--- config.mk ---
export PLATFORM = sky130hd
export DESIGN_NAME = alu_mc_flat
export DESIGN_NICKNAME = d
export VERILOG_FILES = /design/src/rtl/alu_pkg.sv /design/src/rtl/alu_mc_if.sv /design/src/rtl/alu_muldiv_iter.sv /design/src/rtl/alu_mc.sv /design/src/flat_wrapper.sv
export SDC_FILE = /design/constraint.sdc
export NUM_CORES = 1
export LEC_CHECK = 0
export CAP_MARGIN = 10
export CORE_UTILIZATION = 46
export DETAILED_ROUTE_END_ITERATION = 7
export PLACE_DENSITY = 0.77
export SYNTH_ARGS = -nofsm -noshare
export SYNTH_HDL_FRONTEND = slang
export SYNTH_HIERARCHICAL = 1
export SYNTH_SLANG_ARGS = --single-unit
--- constraint.sdc ---
create_clock -name clk -period 8.93 [get_ports clk]
set_input_delay 1.786 -clock clk [delete_from_list [all_inputs] [get_ports clk]]
set_output_delay 1.786 -clock clk [all_outputs]
set_load 0.1 [all_outputs]
--- src/rtl/alu_pkg.sv ---
// Opcode constants and controller state encoding shared by the multi-cycle ALU.
package alu_pkg;

    localparam logic [3:0] OP_ADD  = 4'b0000;
    localparam logic [3:0] OP_SUB  = 4'b0001;
    localparam logic [3:0] OP_MUL  = 4'b0010;
    localparam logic [3:0] OP_DIV  = 4'b0011;
    localparam logic [3:0] OP_AND  = 4'b0100;
    localparam logic [3:0] OP_OR   = 4'b0101;
    localparam logic [3:0] OP_NAND = 4'b0110;
    localparam logic [3:0] OP_NOR  = 4'b0111;
    localparam logic [3:0] OP_XOR  = 4'b1000;
    localparam logic [3:0] OP_XNOR = 4'b1001;
    localparam logic [3:0] OP_NOT  = 4'b1010;
    localparam logic [3:0] OP_SHL  = 4'b1011;
    localparam logic [3:0] OP_SHR  = 4'b1100;
    localparam logic [3:0] OP_SRA  = 4'b1101;

    typedef enum logic [1:0] {
        IDLE = 2'd0,
        BUSY = 2'd1,
        DONE = 2'd2
    } state_e;

endpackage

--- src/rtl/alu_mc_if.sv ---
// Request/response bundle of the multi-cycle ALU; master issues requests, slave computes.
interface alu_mc_if #(parameter int N = 8);
    logic         in_valid;
    logic         in_ready;
    logic [N-1:0] a;
    logic [N-1:0] b;
    logic [3:0]   sel;
    logic         out_valid;
    logic         out_ready;
    logic [N-1:0] result;
    logic [N-1:0] result_hi;
    logic         overflow;
    logic         carry;
    logic         zero;
    logic         negative;
    logic         div_by_zero;

    modport master (
        output in_valid, a, b, sel, out_ready,
        input  in_ready, out_valid, result, result_hi,
               overflow, carry, zero, negative, div_by_zero
    );

    modport slave (
        input  in_valid, a, b, sel, out_ready,
        output in_ready, out_valid, result, result_hi,
               overflow, carry, zero, negative, div_by_zero
    );
endinterface

--- src/rtl/alu_muldiv_iter.sv ---
// One-bit-per-cycle unsigned shift-add multiplier / restoring divider.
// done/lo/hi are the combinational outcome of the step being taken this cycle.
module alu_muldiv_iter #(
    parameter int N = 8
) (
    input  logic         clk,
    input  logic         rst_n,
    input  logic         start,
    input  logic         op,      // 0: multiply, 1: divide
    input  logic [N-1:0] a,
    input  logic [N-1:0] b,
    output logic         done,
    output logic [N-1:0] lo,
    output logic [N-1:0] hi
);
    localparam int CW = $clog2(N);

    logic          busy;
    logic          op_q;
    logic [CW-1:0] cnt;
    logic [N-1:0]  r_hi, r_lo, opnd;
    logic [N:0]    add_s, shl, trial;
    logic [N-1:0]  nx_hi, nx_lo;

    // Divide: remainder stays below the divisor, so bit N of trial is the borrow.
    always_comb begin
        add_s = {1'b0, r_hi} + (r_lo[0] ? {1'b0, opnd} : '0);
        shl   = {r_hi, r_lo[N-1]};
        trial = shl - {1'b0, opnd};
        if (op_q) begin
            nx_hi = trial[N] ? shl[N-1:0] : trial[N-1:0];
            nx_lo = {r_lo[N-2:0], ~trial[N]};
        end else begin
            nx_hi = add_s[N:1];
            nx_lo = {add_s[0], r_lo[N-1:1]};
        end
    end

    assign done = busy && (cnt == CW'(N - 1));
    assign lo   = nx_lo;
    assign hi   = nx_hi;

    always_ff @(posedge clk or negedge rst_n) begin
        if (!rst_n) begin
            busy <= 1'b0;
            op_q <= 1'b0;
            cnt  <= '0;
            r_hi <= '0;
            r_lo <= '0;
            opnd <= '0;
        end else if (start) begin
            busy <= 1'b1;
            op_q <= op;
            cnt  <= '0;
            r_hi <= '0;
            r_lo <= op ? a : b;
            opnd <= op ? b : a;
        end else if (busy) begin
            r_hi <= nx_hi;
            r_lo <= nx_lo;
            cnt  <= cnt + CW'(1);
            if (done) busy <= 1'b0;
        end
    end
endmodule

--- src/rtl/alu_mc.sv ---
// Multi-cycle ALU: single-cycle logic/arith ops, iterative MUL/DIV, valid/ready on both sides.
module alu_mc
    import alu_pkg::*;
#(
    parameter int N = 8
) (
    input logic     clk,
    input logic     rst_n,
    alu_mc_if.slave bus
);
    localparam int SW = $clog2(N);

    state_e         state;
    logic           accept, b_zero, iter_op, mul_q;
    logic [N:0]     sum, diff;
    logic [SW-1:0]  sh;
    logic [N-1:0]   c_res, c_hi;
    logic           c_ovf, c_cy, c_dbz;
    logic           it_done;
    logic [N-1:0]   it_lo, it_hi;

    assign bus.in_ready = (state == IDLE);
    assign accept  = bus.in_valid && bus.in_ready;
    assign b_zero  = (bus.b == '0);
    assign iter_op = (bus.sel == OP_MUL) || (bus.sel == OP_DIV && !b_zero);
    assign sh      = bus.b[SW-1:0];
    assign sum     = {1'b0, bus.a} + {1'b0, bus.b};
    assign diff    = {1'b0, bus.a} - {1'b0, bus.b};

    always_comb begin
        c_res = '0;
        c_hi  = '0;
        c_ovf = 1'b0;
        c_cy  = 1'b0;
        c_dbz = 1'b0;
        case (bus.sel)
            OP_ADD: begin
                c_res = sum[N-1:0];
                c_cy  = sum[N];
                c_ovf = (bus.a[N-1] == bus.b[N-1]) && (sum[N-1] != bus.a[N-1]);
            end
            OP_SUB: begin
                c_res = diff[N-1:0];
                c_cy  = diff[N];
                c_ovf = (bus.a[N-1] != bus.b[N-1]) && (diff[N-1] != bus.a[N-1]);
            end
            OP_DIV: begin   // only taken on this path when b == 0
                c_res = '1;
                c_hi  = bus.a;
                c_dbz = 1'b1;
            end
            OP_AND:  c_res = bus.a & bus.b;
            OP_OR:   c_res = bus.a | bus.b;
            OP_NAND: c_res = ~(bus.a & bus.b);
            OP_NOR:  c_res = ~(bus.a | bus.b);
            OP_XOR:  c_res = bus.a ^ bus.b;
            OP_XNOR: c_res = ~(bus.a ^ bus.b);
            OP_NOT:  c_res = ~bus.a;
            OP_SHL:  c_res = bus.a << sh;
            OP_SHR:  c_res = bus.a >> sh;
            OP_SRA:  c_res = $signed(bus.a) >>> sh;
            default: ;
        endcase
    end

    alu_muldiv_iter #(.N(N)) u_iter (
        .clk   (clk),
        .rst_n (rst_n),
        .start (accept && iter_op),
        .op    (bus.sel == OP_DIV),
        .a     (bus.a),
        .b     (bus.b),
        .done  (it_done),
        .lo    (it_lo),
        .hi    (it_hi)
    );

    always_ff @(posedge clk or negedge rst_n) begin
        if (!rst_n) begin
            state           <= IDLE;
            mul_q           <= 1'b0;
            bus.out_valid   <= 1'b0;
            bus.result      <= '0;
            bus.result_hi   <= '0;
            bus.overflow    <= 1'b0;
            bus.carry       <= 1'b0;
            bus.zero        <= 1'b0;
            bus.negative    <= 1'b0;
            bus.div_by_zero <= 1'b0;
        end else begin
            case (state)
                IDLE: if (accept) begin
                    mul_q <= (bus.sel == OP_MUL);
                    if (iter_op) begin
                        state <= BUSY;
                    end else begin
                        state           <= DONE;
                        bus.out_valid   <= 1'b1;
                        bus.result      <= c_res;
                        bus.result_hi   <= c_hi;
                        bus.overflow    <= c_ovf;
                        bus.carry       <= c_cy;
                        bus.zero        <= (c_res == '0);
                        bus.negative    <= c_res[N-1];
                        bus.div_by_zero <= c_dbz;
                    end
                end
                BUSY: if (it_done) begin
                    state           <= DONE;
                    bus.out_valid   <= 1'b1;
                    bus.result      <= it_lo;
                    bus.result_hi   <= it_hi;
                    bus.overflow    <= mul_q && (it_hi != '0);
                    bus.carry       <= 1'b0;
                    bus.zero        <= (it_lo == '0);
                    bus.negative    <= it_lo[N-1];
                    bus.div_by_zero <= 1'b0;
                end
                DONE: if (bus.out_ready) begin
                    state         <= IDLE;
                    bus.out_valid <= 1'b0;
                end
                default: state <= IDLE;
            endcase
        end
    end
endmodule
--- src/flat_wrapper.sv ---
// flat-port wrapper written by rule: the top's interface ports become plain ports
module alu_mc_flat import alu_pkg::*;
#(
    parameter int N = 8
)
  (clk, rst_n, bus_in_valid, bus_a, bus_b, bus_sel, bus_out_ready, bus_in_ready, bus_out_valid, bus_result, bus_result_hi, bus_overflow, bus_carry, bus_zero, bus_negative, bus_div_by_zero);
  alu_mc_if #(.N(N)) bus_i ();
  input logic clk;
  input logic rst_n;
  input wire logic [$bits(bus_i.in_valid)-1:0] bus_in_valid;
  input wire logic [$bits(bus_i.a)-1:0] bus_a;
  input wire logic [$bits(bus_i.b)-1:0] bus_b;
  input wire logic [$bits(bus_i.sel)-1:0] bus_sel;
  input wire logic [$bits(bus_i.out_ready)-1:0] bus_out_ready;
  output wire logic [$bits(bus_i.in_ready)-1:0] bus_in_ready;
  output wire logic [$bits(bus_i.out_valid)-1:0] bus_out_valid;
  output wire logic [$bits(bus_i.result)-1:0] bus_result;
  output wire logic [$bits(bus_i.result_hi)-1:0] bus_result_hi;
  output wire logic [$bits(bus_i.overflow)-1:0] bus_overflow;
  output wire logic [$bits(bus_i.carry)-1:0] bus_carry;
  output wire logic [$bits(bus_i.zero)-1:0] bus_zero;
  output wire logic [$bits(bus_i.negative)-1:0] bus_negative;
  output wire logic [$bits(bus_i.div_by_zero)-1:0] bus_div_by_zero;
  assign bus_i.in_valid = bus_in_valid;
  assign bus_i.a = bus_a;
  assign bus_i.b = bus_b;
  assign bus_i.sel = bus_sel;
  assign bus_i.out_ready = bus_out_ready;
  assign bus_in_ready = bus_i.in_ready;
  assign bus_out_valid = bus_i.out_valid;
  assign bus_result = bus_i.result;
  assign bus_result_hi = bus_i.result_hi;
  assign bus_overflow = bus_i.overflow;
  assign bus_carry = bus_i.carry;
  assign bus_zero = bus_i.zero;
  assign bus_negative = bus_i.negative;
  assign bus_div_by_zero = bus_i.div_by_zero;
  alu_mc #(.N(N)) u_core (.clk(clk), .rst_n(rst_n), .bus(bus_i));
endmodule
==> results_tabular.tex, run 1 <==
\begin{tabular}{lr}
\hline
Metric & Value \\
\hline
\multicolumn{2}{l}{\textbf{Run status}} \\
\quad Run status & finished, final reports clean \\
\multicolumn{2}{l}{\textbf{CTS}} \\
\quad Post-CTS clock slew at the launch and capture registers of the worst setup and hold paths & 0.07 ns \\
\quad TritonCTS clock tree & done \\
\quad Largest buffer count on any clock path & 2 \\
\quad TritonCTS buffer count & 5 \\
\quad Number of hold buffers added after cts & 0 \\
\quad \# H-tree levels & 2 \\
\quad Setup bufs post-CTS & 0 \\
\quad Clock tree root buffer cell & clkbuf\_16 \\
\quad Clock Sinks & 53 \\
\quad Number of gates resized after CTS & 0 \\
\quad Source-to-sink clock delay at the later pin of the worst-skew pair & 0.30 ns \\
\multicolumn{2}{l}{\textbf{Route}} \\
\quad Number of nets with antenna violations after detailed routing & 0 \\
\quad Number of DRC violations after detailed-routing iteration 0 & 582 \\
\quad WL final & 17.42 mm \\
\quad Routed len/inst & 19.57 um \\
\quad DR DRC count & 0 \\
\quad Drt pass-1 iters & 5 \\
\quad Total via count after detailed routing & 5598 \\
\quad Average vias per placed instance & 6.290 \\
\multicolumn{2}{l}{\textbf{Die}} \\
\quad Initial Utilization & 0.4789 \\
\quad Core Rows & 40 \\
\quad Die height & 114.5 um \\
\quad Width of the die & 114.5 um \\
\quad Core footprint & 12160 sq um \\
\quad Area enclosed by the die boundary & 13120 sq um \\
\quad Number of top-level pins & 47 \\
\multicolumn{2}{l}{\textbf{Final layout}} \\
\quad Final core area utilization & 0.5306 \\
\quad Share of cells above drive strength 1 & 0.07341 \\
\quad Layout Nets & 792 \\
\quad Number of antenna cells inserted & 0 \\
\quad Final std cell area, no fill & 6452 sq um \\
\quad Area overhead of the layout relative to synthesis & 10.78\% \\
\multicolumn{2}{l}{\textbf{Logic synthesis}} \\
\quad Number of flops mapped to enable cells by yosys & 0 \\
\quad Sequential-to-total area share from yosys stat & 0.2277 \\
\quad Biggest area consumer among synthesized cells & dfrtp\_1 \\
\quad Area share of the leading cell type in the synthesized netlist & 0.2277 \\
\quad Number of synthesized register bits & 53 \\
\quad Synth area leaders & dfrtp\_1 (23\%), ha\_1 (9.2\%), mux2i\_1 (5.5\%) \\
\quad Synth Cell Area & 5824 sq um \\
\quad Mapped Nets & 784 \\
\quad Average size of a mapped cell & 8.169 sq um \\
\quad YS warnings & 6 \\
\quad Number of distinct library cells after synthesis & 82 \\
\quad Top FF cell, synth & dfrtp\_1 \\
\quad Async set-or-reset flop fraction in the synthesized netlist & 1.000 \\
\quad Number of cells produced by synthesis & 713 \\
\multicolumn{2}{l}{\textbf{GRT}} \\
\quad Number of antenna violations at the first check in global routing & 0 \\
\quad Global Route met2 Usage & 0.4295 \\
\quad GRT Resource Usage Total & 0.2735 \\
\quad Pin count of the biggest net entering global routing & 54 \\
\quad Most congested layer reported by global routing & met2 \\
\quad Number of global-route vias before repair & 5350 \\
\quad Met3 usage in global routing & 0.05135 \\
\quad Met1 Usage GRT & 0.3627 \\
\quad Global-route wire length before repair & 27.95 mm \\
\quad Overflow after GRT & 0 \\
\multicolumn{2}{l}{\textbf{Critical path}} \\
\quad Critical path type & input port to flop \\
\quad Top fanout value on the critical path & 24 \\
\quad Type of destination of the critical path & flop \\
\quad Req. time, crit path & 9.12 ns \\
\quad Element type at the critical path start & input port \\
\quad Critical path arrival & 5.47 ns \\
\multicolumn{2}{l}{\textbf{STA}} \\
\quad Normalized max-slew margin & 0.2051 \\
\quad RSZ-0062 raised after global routing & false \\
\quad Final Critical Period & 5.274 ns \\
\quad Final-report setup violation count & 0 \\
\quad Number of slew-limit violations in the final report & 0 \\
\quad Share of the clock period used by the worst path after layout & 0.5906 \\
\quad Setup\_tns & 0 ns \\
\quad Slew at the pin closest to its max-slew limit & 1.192 ns \\
\quad Largest clock skew in the final design & 0.007726 ns \\
\quad Fin. Hold Viols & 0 \\
\quad Peak Freq & 189.6 MHz \\
\multicolumn{2}{l}{\textbf{Min path}} \\
\quad Classification of the worst-slack hold path & flop to flop \\
\multicolumn{2}{l}{\textbf{Placement}} \\
\quad Detailed placer's ending HPWL & 12.78 mm \\
\quad Final Wtd Congestion & 1.018 \\
\quad Standard cell area after detailed placement & 6302 sq um \\
\quad Count of input and output buffers & 46 \\
\multicolumn{2}{l}{\textbf{Pwr}} \\
\quad P\_leak & 2.667 nW \\
\quad Peak supply drop & 134.7 uV \\
\quad Power per Cell Area & 339.9 nW/um\^{}2 \\
\quad Overall power consumption & 2.193 mW \\
\multicolumn{2}{l}{\textbf{Run}} \\
\quad Total of max-cap violations & 0 \\
\hline
\end{tabular}
[critical path, cell delays in order]
cell             delay, ns
clkdlybuf4s50_1       0.96
or4_1                 0.72
o311a_1               0.35
o21ai_1               0.22
nor2b_1               0.92
o311ai_0              0.31
o21a_1                0.18
[final timing paths]
| check | startpoint | to | slack, ns | cells after the start |
|---|---|---|---|---|
| max reg2reg | u_core/u_iter/r_lo[7] | u_core/bus.overflow | 5.41 | 15 |
| min reg2reg | u_core/bus.result[4] | u_core/bus.result[4] | 0.49 | 2 |
| max | bus_b[0] | u_core/bus.overflow | 3.66 | 7 |
| max in group asynchronous | rst_n | u_core/u_iter/r_hi[6] | 6.88 | 2 |
| min | u_core/bus.result[4] | u_core/bus.result[4] | 0.49 | 2 |
| min in group asynchronous | rst_n | u_core/u_iter/r_hi[1] | 1.60 | 2 |
[layout make-up]
class / instances / area [sq um]
Clock inverter: 3 / 25.02
Fill cell: 1134 / 5709
Tap cell: 168 / 210.2
Timing Repair Buffer: 53 / 508.0
Clock buffer: 5 / 125.1
Sequential cell: 53 / 1326
Multi-Input combinational cell: 566 / 4100
Inverter: 42 / 157.7
[metal layers]
metal | share of wire | routed length (um)
met5 | 0 | 0
met2 | 0.45 | 7767
met1 | 0.44 | 7583
met4 | 0.038 | 662
met3 | 0.081 | 1405
[cells in the mapped netlist (all sizes together), types with 11 or more instances]
master and n:
clkbuf 30, dfrtp 53, nand2b 24, a21oi 44
inv 41, ha 43, and2 11, nand2 64
buf 22, nor2b 15, xnor2 16, mux2i 32
nor2 58, mux2 18, a31oi 15, nand3 26
o21ai 39
[placed cells by master (no fill, tap or decap), types with 10 or more instances in the layout]
master and instances:
dfrtp_1 53, ha_1 43, xnor2_1 15, nor2_1 58, clkdlybuf4s50_1 45, mux2i_1 32, o21ai_0 37, mux2_2 17
nand2b_1 24, nand2_1 64, nor2b_1 14, nand3_1 26, and2_1 11, inv_1 40, nor3_1 10, a21oi_1 44
a31oi_1 14
[kinds of logic after synthesis]
group	share of synthesized area
AOI/OAI and AO/OA	0.2346
xor gates and xnor gates	0.03459
adders and majority gates	0.1061
buffers and inverters	0.06874
DFF	0.2277
muxes	0.1188
and+or+nand+nor	0.2095
[registers in the layout, summed over array words and instances (netlist names), 2 cells and up]
register              count
u_core/u_iter/opnd        8
u_core/u_iter/cnt         3
u_core/u_iter/r_lo        8
u_core/bus.result         8
u_core/bus.result_hi      8
u_core/state              2
u_core/u_iter/r_hi        8
[per-stage QoR]
| step | hold slack, ns | std cells | setup WS [ns] |
|---|---|---|---|
| after CTS | 0.4910 | 890 | 3.698 |
| after floorplan | 0.4429 | 713 | 4.775 |
| after global placement | 0.4592 | 882 | 3.435 |
| after global routing | 0.5152 | 890 | 3.285 |
| final | 0.4894 | 890 | 3.656 |
| after detailed placement | 0.4735 | 882 | 3.395 |
[power breakdown]
group	switching, mW	internal [mW]
clock	0.0919	0.106
combinational	0.970	0.532
sequential	0.142	0.352
Power figures use the tool's default switching activity.
==> inputs of run 2 (changes only) <==
--- a/config.mk
+++ b/config.mk
@@ -8,7 +8,7 @@
 export CAP_MARGIN = 10
 export CORE_UTILIZATION = 46
 export DETAILED_ROUTE_END_ITERATION = 7
-export PLACE_DENSITY = 0.77
+export PLACE_DENSITY = 0.8
 export SYNTH_ARGS = -nofsm -noshare
 export SYNTH_HDL_FRONTEND = slang
 export SYNTH_HIERARCHICAL = 1
==> constraint.sdc (replaced) <==
create_clock -name clk -period 4.75 [get_ports clk]
set_input_delay 0.95 -clock clk [delete_from_list [all_inputs] [get_ports clk]]
set_output_delay 0.95 -clock clk [all_outputs]
set_load 0.1 [all_outputs]
==> run 2 against run 1 <==
  * Cell area grew 2.6%
  * Setup slack lost 2.7 ns
  * First-iteration DRC count grew 2.7%
  * Clock skew grew 0.00059 ns
==> results_tabular.tex, run 2 (same netlist as run 1, synthesis figures left out) <==
\begin{tabular}{lr}
\hline
Metric & Value \\
\hline
\multicolumn{2}{l}{\textbf{Final layout}} \\
\quad Area overhead of the layout relative to synthesis & 13.66\% \\
\quad Number of antenna cells inserted & 0 (unchanged) \\
\quad Final core area utilization & 0.5443 (+0.01379) \\
\quad Most common library cell in the layout ignoring fill and taps & nand2\_1 \\
\quad Share of cells above drive strength 1 & 0.09214 (+0.01873) \\
\quad Layout Nets & 808 (+2.0\%) \\
\quad Highest-count cells in the layout ignoring fill and taps & nand2\_1 (64), nor2\_1 (58), dfrtp\_1 (53) \\
\multicolumn{2}{l}{\textbf{CTS}} \\
\quad Post-CTS clock slew at the launch and capture registers of the worst setup and hold paths & 0.07 ns (about the same) \\
\quad \# H-tree levels & 2 (unchanged) \\
\quad TritonCTS buffer count & 5 (unchanged) \\
\quad Number of hold buffers added after cts & 0 (unchanged) \\
\quad Source-to-sink clock delay at the later pin of the worst-skew pair & 0.30 ns (about the same) \\
\quad Clock Sinks & 53 (unchanged) \\
\quad TritonCTS clock tree & done \\
\quad Setup bufs post-CTS & 0 (unchanged) \\
\quad Largest buffer count on any clock path & 2 (unchanged) \\
\quad Number of gates resized after CTS & 0 (unchanged) \\
\quad Clock tree root buffer cell & clkbuf\_16 \\
\multicolumn{2}{l}{\textbf{Critical path}} \\
\quad Type of destination of the critical path & flop \\
\quad Req. time, crit path & 4.89 ns (-4.23 ns) \\
\quad Top fanout value on the critical path & 14 (-42\%) \\
\quad Critical path type & input port to flop \\
\quad Register-to-Register Setup Slack & 1.33 ns (-4.08 ns) \\
\quad Element type at the critical path start & input port \\
\quad Critical path arrival & 3.97 ns (-1.50 ns) \\
\multicolumn{2}{l}{\textbf{GRT}} \\
\quad GRT Resource Usage Total & 0.2759 (+0.002389) \\
\quad Overflow after GRT & 0 (unchanged) \\
\quad Number of global-route vias before repair & 5308 (-0.79\%) \\
\quad Global-route wire length before repair & 28.20 mm (+0.91\%) \\
\quad Pin count of the biggest net entering global routing & 54 (unchanged) \\
\quad Number of antenna violations at the first check in global routing & 0 (unchanged) \\
\multicolumn{2}{l}{\textbf{Route}} \\
\quad Number of DRC violations after detailed-routing iteration 0 & 598 (+2.7\%) \\
\quad WL final & 17.31 mm (-0.65\%) \\
\quad Routed len/inst & 19.10 um (-2.4\%) \\
\quad Drt pass-1 iters & 7 (+2) \\
\quad Number of nets with antenna violations after detailed routing & 0 (unchanged) \\
\quad Total via count after detailed routing & 5665 (+1.2\%) \\
\quad Average vias per placed instance & 6.253 (-0.59\%) \\
\quad DR DRC count & 0 (unchanged) \\
\multicolumn{2}{l}{\textbf{Pwr}} \\
\quad Peak supply drop & 290.2 uV (+120\%) \\
\quad P\_leak & 2.765 nW (+3.7\%) \\
\quad Combinational share of power & 0.684 (about the same) \\
\quad Psw & 2.240 mW (+86\%) \\
\quad Sequential power share & 0.214 (-0.011) \\
\quad Fraction of power spent switching nets & 0.5367 (-0.01233) \\
\quad Clock group share of total power & 0.102 (+0.012) \\
\quad Power per Cell Area & 630.4 nW/um\^{}2 (+85\%) \\
\quad Internal power component & 1.934 mW (+96\%) \\
\quad Overall power consumption & 4.174 mW (+90\%) \\
\multicolumn{2}{l}{\textbf{STA}} \\
\quad Number of slew-limit violations in the final report & 0 (unchanged) \\
\quad Fin. Hold Viols & 0 (unchanged) \\
\quad Peak Freq & 261.1 MHz \\
\quad Share of the clock period used by the worst path after layout & 0.8064 \\
\quad Final-report setup violation count & 0 (unchanged) \\
\quad RSZ-0062 raised after global routing & false \\
\quad Setup\_tns & 0 ns (unchanged) \\
\quad Worst hold margin & 0.4818 ns (-0.007647 ns) \\
\quad Final Critical Period & 3.830 ns \\
\quad Slew at the pin closest to its max-slew limit & 1.032 ns (-0.1606 ns) \\
\quad Normalized max-slew margin & 0.3121 (+0.1071) \\
\quad Largest clock skew in the final design & 0.008311 ns (+0.0005853 ns) \\
\multicolumn{2}{l}{\textbf{Die}} \\
\quad Core footprint & 12160 sq um (unchanged) \\
\quad Core Rows & 40 (unchanged) \\
\quad Die height & 114.5 um (unchanged) \\
\quad Width of the die & 114.5 um (unchanged) \\
\quad Number of top-level pins & 47 (unchanged) \\
\quad Initial Utilization & 0.4789 (unchanged) \\
\quad Area enclosed by the die boundary & 13120 sq um (unchanged) \\
\multicolumn{2}{l}{\textbf{Min path}} \\
\quad Classification of the worst-slack hold path & flop to flop \\
\multicolumn{2}{l}{\textbf{Placement}} \\
\quad Detailed placer's ending HPWL & 13.07 mm (+2.3\%) \\
\quad Final Wtd Congestion & 1.003 (-1.5\%) \\
\quad Count of input and output buffers & 46 (unchanged) \\
\multicolumn{2}{l}{\textbf{Run status}} \\
\quad Run status & finished, final reports clean \\
\multicolumn{2}{l}{\textbf{Run}} \\
\quad Total of max-cap violations & 0 (unchanged) \\
\hline
\end{tabular}
## run 2: cell count changes in the layout (fill, tap and decap cells not counted)
cell | previous run | this run
clkbuf_1 | 0 | 1
bufinv_16 | 0 | 1
clkbuf_8 | 0 | 1
clkinvlp_4 | 1 | 0
inv_6 | 1 | 0
buf_4 | 7 | 21
clkinv_4 | 1 | 0
buf_12 | 0 | 2
## run 2: stage by stage
stage / area [sq um] / cells / worst slack (ns)
after floorplan: 5824 / 713 / 1.431
final: 6620 / 906 / 0.9196
after global routing: 6620 / 906 / 0.7134
after detailed placement: 6447 / 898 / 0.7238
after CTS: 6620 / 906 / 1.009
after global placement: 6447 / 898 / 0.7546
## run 2: final timing paths
kind | start | endpoint | cells after the start
max | bus_a[3] | u_core/bus.result[7] | 10
min | u_core/bus.div_by_zero | u_core/bus.div_by_zero | 2
max reg2reg | u_core/u_iter/r_lo[7] | u_core/bus.overflow | 15
min reg2reg | u_core/bus.div_by_zero | u_core/bus.div_by_zero | 2
max in group asynchronous | rst_n | u_core/bus.carry | 2
min in group asynchronous | rst_n | u_core/u_iter/r_hi[5] | 2
## run 2: power groups by stage
stage / clock network (mW) / logic (mW) / registers [mW]
detailed placement: 0 / 2.82 / 0.892
floorplan: 0 / 1.69 / 1.38
global placement: 0 / 2.79 / 0.883
finish: 0.426 / 2.85 / 0.893
global route: 0.446 / 3.10 / 0.923
CTS: 0.428 / 2.84 / 0.887
## run 2: layout make-up
type	count	area, sq um
clock buffer	7	142.6
clock inverter	1	30.03
fill	1112	5542
inverter	42	157.7
multi-input combinational	566	4100
sequential	53	1326
tap	168	210.2
timing repair buffer	69	653.1
## run 2: metal layers
| metal | GRT usage | wire [um] |
|---|---|---|
| met4 | 0.06753 | 255 |
| met5 | 0 | 0 |
| met2 | 0.4416 | 7835 |
| met3 | 0.02700 | 1314 |
| met1 | 0.3989 | 7899 |
## run 2: critical path, cell delays in order
cell             delay (ns)
clkdlybuf4s50_1        0.79
inv_1                  0.14
ha_1                   0.45
a21oi_1                0.29
o2bb2ai_1              0.14
o41ai_1                0.52
mux2i_1                0.27
nand3_1                0.11
mux2i_1                0.19
o21ai_0                0.12
==> inputs of run 3 (changes only) <==
==> constraint.sdc (replaced) <==
create_clock -name clk -period 3.1 [get_ports clk]
set_input_delay 0.62 -clock clk [delete_from_list [all_inputs] [get_ports clk]]
set_output_delay 0.62 -clock clk [all_outputs]
set_load 0.1 [all_outputs]
==> run 3 against run 2 <==
  * The run now ends with negative setup slack left
  * Hold slack worse by 0.12 ns
  * Clock power is 35% higher
  * Count of clock-buffer cells in the layout is 2 lower
  * First-iteration DRC count is 24% higher
  * Highest routed layer unchanged
==> results_tabular.tex, run 3 (same netlist as run 1, synthesis figures left out) <==
\begin{tabular}{lr}
\hline
Metric & Value \\
\hline
\multicolumn{2}{l}{\textbf{Run status}} \\
\quad Run status & complete, but fails checks \\
\quad Violated checks & negative setup slack \\
\multicolumn{2}{l}{\textbf{CTS}} \\
\quad \# H-tree levels & 2 (unchanged) \\
\quad TritonCTS buffer count & 5 (unchanged) \\
\quad Clock Sinks & 53 (unchanged) \\
\quad Clock tree root buffer cell & clkbuf\_16 \\
\quad TritonCTS clock tree & done \\
\quad Largest buffer count on any clock path & 2 (unchanged) \\
\quad Source-to-sink clock delay at the later pin of the worst-skew pair & 0.30 ns (about the same) \\
\quad Post-CTS clock slew at the launch and capture registers of the worst setup and hold paths & 0.07 ns (about the same) \\
\multicolumn{2}{l}{\textbf{STA}} \\
\quad Final Critical Period & 3.229 ns \\
\quad Share of the clock period used by the worst path after layout & 1.041 \\
\quad Normalized max-slew margin & 0.4936 (+0.1815) \\
\quad Final-report setup violation count & 1 (+1) \\
\quad Worst hold margin & 0.3590 ns (-0.1227 ns) \\
\quad RSZ-0062 raised after global routing & true \\
\quad Final worst slack & -0.1286 ns (-1.048 ns) \\
\quad Largest clock skew in the final design & 0.007164 ns (-0.001148 ns) \\
\quad Peak Freq & 309.7 MHz \\
\quad Slew at the pin closest to its max-slew limit & 0.7596 ns (-0.2722 ns) \\
\quad Number of slew-limit violations in the final report & 0 (unchanged) \\
\quad Setup\_tns & -0.1286 ns (-0.1286 ns) \\
\quad Fin. Hold Viols & 0 (unchanged) \\
\multicolumn{2}{l}{\textbf{Critical path}} \\
\quad Startpoint of the lowest-slack register-to-register path & u\_core/u\_iter/r\_lo[7] \\
\quad Reg2reg end & u\_core/bus.overflow \\
\quad Critical path type & flop to flop \\
\quad Req. time, crit path & 3.29 ns (-1.60 ns) \\
\quad Critical path arrival & 3.42 ns (-0.55 ns) \\
\quad Ordered list of cells on the worst path & inv\_2 > ha\_4 > inv\_2 > fa\_2 > a211oi\_2 > o21ai\_2 > a31oi\_4 > xor2\_4 > buf\_6 > mux2\_4 > nand2\_4 > nor4\_2 > nand2\_1 > nand3\_2 > o311ai\_4 > o21a\_1 \\
\quad Length in cells of the worst reg-to-reg path & 16 (+1) \\
\quad Critical Path Most Common Cell & inv\_2 \\
\quad Register-to-Register Setup Slack & -0.13 ns (-1.46 ns) \\
\quad Top fanout value on the critical path & 3 (-11) \\
\quad Maximum single-stage delay on the critical path & 0.39 ns (-0.40 ns) \\
\quad Cell with the largest stage delay on the worst path & dfrtp\_1 \\
\quad Type of destination of the critical path & flop \\
\quad Element type at the critical path start & flop \\
\multicolumn{2}{l}{\textbf{Pwr}} \\
\quad Peak supply drop & 480.2 uV (+65\%) \\
\quad Power per Cell Area & 969.4 nW/um\^{}2 (+54\%) \\
\quad P\_leak & 3.538 nW (+28\%) \\
\quad Overall power consumption & 7.598 mW (+82\%) \\
\multicolumn{2}{l}{\textbf{Final layout}} \\
\quad Highest-count cells in the layout ignoring fill and taps & buf\_4 (193), nand2\_1 (63), nor2\_1 (58) \\
\quad Layout Nets & 960 (+19\%) \\
\quad Final std cell area, no fill & 7838 sq um (+18\%) \\
\quad Final core area utilization & 0.6444 (+0.1001) \\
\quad Share of cells above drive strength 1 & 0.2989 (+0.2067) \\
\quad Area overhead of the layout relative to synthesis & 34.57\% \\
\quad Post-layout instance count excluding filler cells & 1058 (+17\%) \\
\quad Most common library cell in the layout ignoring fill and taps & buf\_4 \\
\quad Number of antenna cells inserted & 0 (unchanged) \\
\multicolumn{2}{l}{\textbf{GRT}} \\
\quad Number of global-route vias before repair & 5978 (+13\%) \\
\quad Overflow after GRT & 0 (unchanged) \\
\quad GRT Resource Usage Total & 0.2916 (+0.01568) \\
\quad Number of antenna violations at the first check in global routing & 0 (unchanged) \\
\quad Global-route wire length before repair & 30.06 mm (+6.6\%) \\
\quad Pin count of the biggest net entering global routing & 31 (-43\%) \\
\multicolumn{2}{l}{\textbf{Route}} \\
\quad Average vias per placed instance & 5.923 (-5.3\%) \\
\quad Number of nets with antenna violations after detailed routing & 0 (unchanged) \\
\quad WL final & 19.22 mm (+11\%) \\
\quad DR DRC count & 0 (unchanged) \\
\quad Total via count after detailed routing & 6267 (+11\%) \\
\quad Routed len/inst & 18.16 um (-4.9\%) \\
\quad Number of DRC violations after detailed-routing iteration 0 & 739 (+24\%) \\
\quad Drt pass-1 iters & 6 (-1) \\
\multicolumn{2}{l}{\textbf{Die}} \\
\quad Core Rows & 40 (unchanged) \\
\quad Core footprint & 12160 sq um (unchanged) \\
\quad Die height & 114.5 um (unchanged) \\
\quad Width of the die & 114.5 um (unchanged) \\
\quad Area enclosed by the die boundary & 13120 sq um (unchanged) \\
\quad Initial Utilization & 0.4789 (unchanged) \\
\quad Number of top-level pins & 47 (unchanged) \\
\multicolumn{2}{l}{\textbf{Placement}} \\
\quad Detailed placer's ending HPWL & 14.55 mm (+11\%) \\
\quad Standard cell area after detailed placement & 7481 sq um (+16\%) \\
\quad Placed cells & 1045 (+16\%) \\
\quad Setup WS pre-CTS & -0.5196 ns (-1.243 ns) \\
\quad Count of input and output buffers & 46 (unchanged) \\
\quad Final Wtd Congestion & 0.9615 (-4.1\%) \\
\multicolumn{2}{l}{\textbf{Min path}} \\
\quad Classification of the worst-slack hold path & input port to asynchronous set/reset pin \\
\multicolumn{2}{l}{\textbf{Run}} \\
\quad Total of max-cap violations & 0 (unchanged) \\
\hline
\end{tabular}
## run 3: repair_timing
item,CTS,global route
setup endpoints to repair,2,5
gates resized for setup,24,17
hold buffers,0,0
pin swaps,11,10
buffers inserted,2,4
## run 3: worst max path at each step
stage                               start                    end  slack (ns)  cells past startpoint
CTS                 u_core/u_iter/r_lo[7]    u_core/bus.overflow      -0.006                     15
global placement                 bus_a[0]        u_core/bus.zero       -0.43                     10
floorplan                 u_core/state[0]  u_core/u_iter/r_lo[0]        0.01                      8
finish              u_core/u_iter/r_lo[7]    u_core/bus.overflow       -0.13                     16
global route        u_core/u_iter/r_lo[7]    u_core/bus.overflow       -0.19                     15
detailed placement               bus_a[0]        u_core/bus.zero       -0.52                     10
## run 3: worst max-delay path, delay by kind of cell, from the launching register on
| kind | cells | cell delay [ns] |
|---|---|---|
| xor+xnor | 1 | 0.26 |
| mux | 1 | 0.17 |
| compound gates | 5 | 0.93 |
| fa+ha+maj | 2 | 0.49 |
| flops | 1 | 0.39 |
| buf+inv | 3 | 0.29 |
| simple gates | 4 | 0.58 |
## run 3: cell type report
class	count	area (sq um)
Clock buffer	5	125.1
Clock inverter	3	26.28
Fill cell	982	4324
Inverter	42	157.7
Multi-Input combinational cell	566	4258
Sequential cell	53	1326
Tap cell	168	210.2
Timing Repair Buffer	221	1734
## run 3: power by group
part           total (mW)  internal, mW  switching, mW
clock               0.574         0.305          0.269
combinational        5.71          2.32           3.38
sequential           1.32          1.01          0.304
total                7.60          3.64           3.96
## run 3: per-layer routing
layer	share of wire	track usage	vias to the layer above
met1	0.43	0.4007	2914
met2	0.46	0.4756	334
met5	0	0	-
li1	-	-	2964
met3	0.079	0.02118	55
met4	0.037	0.1186	0
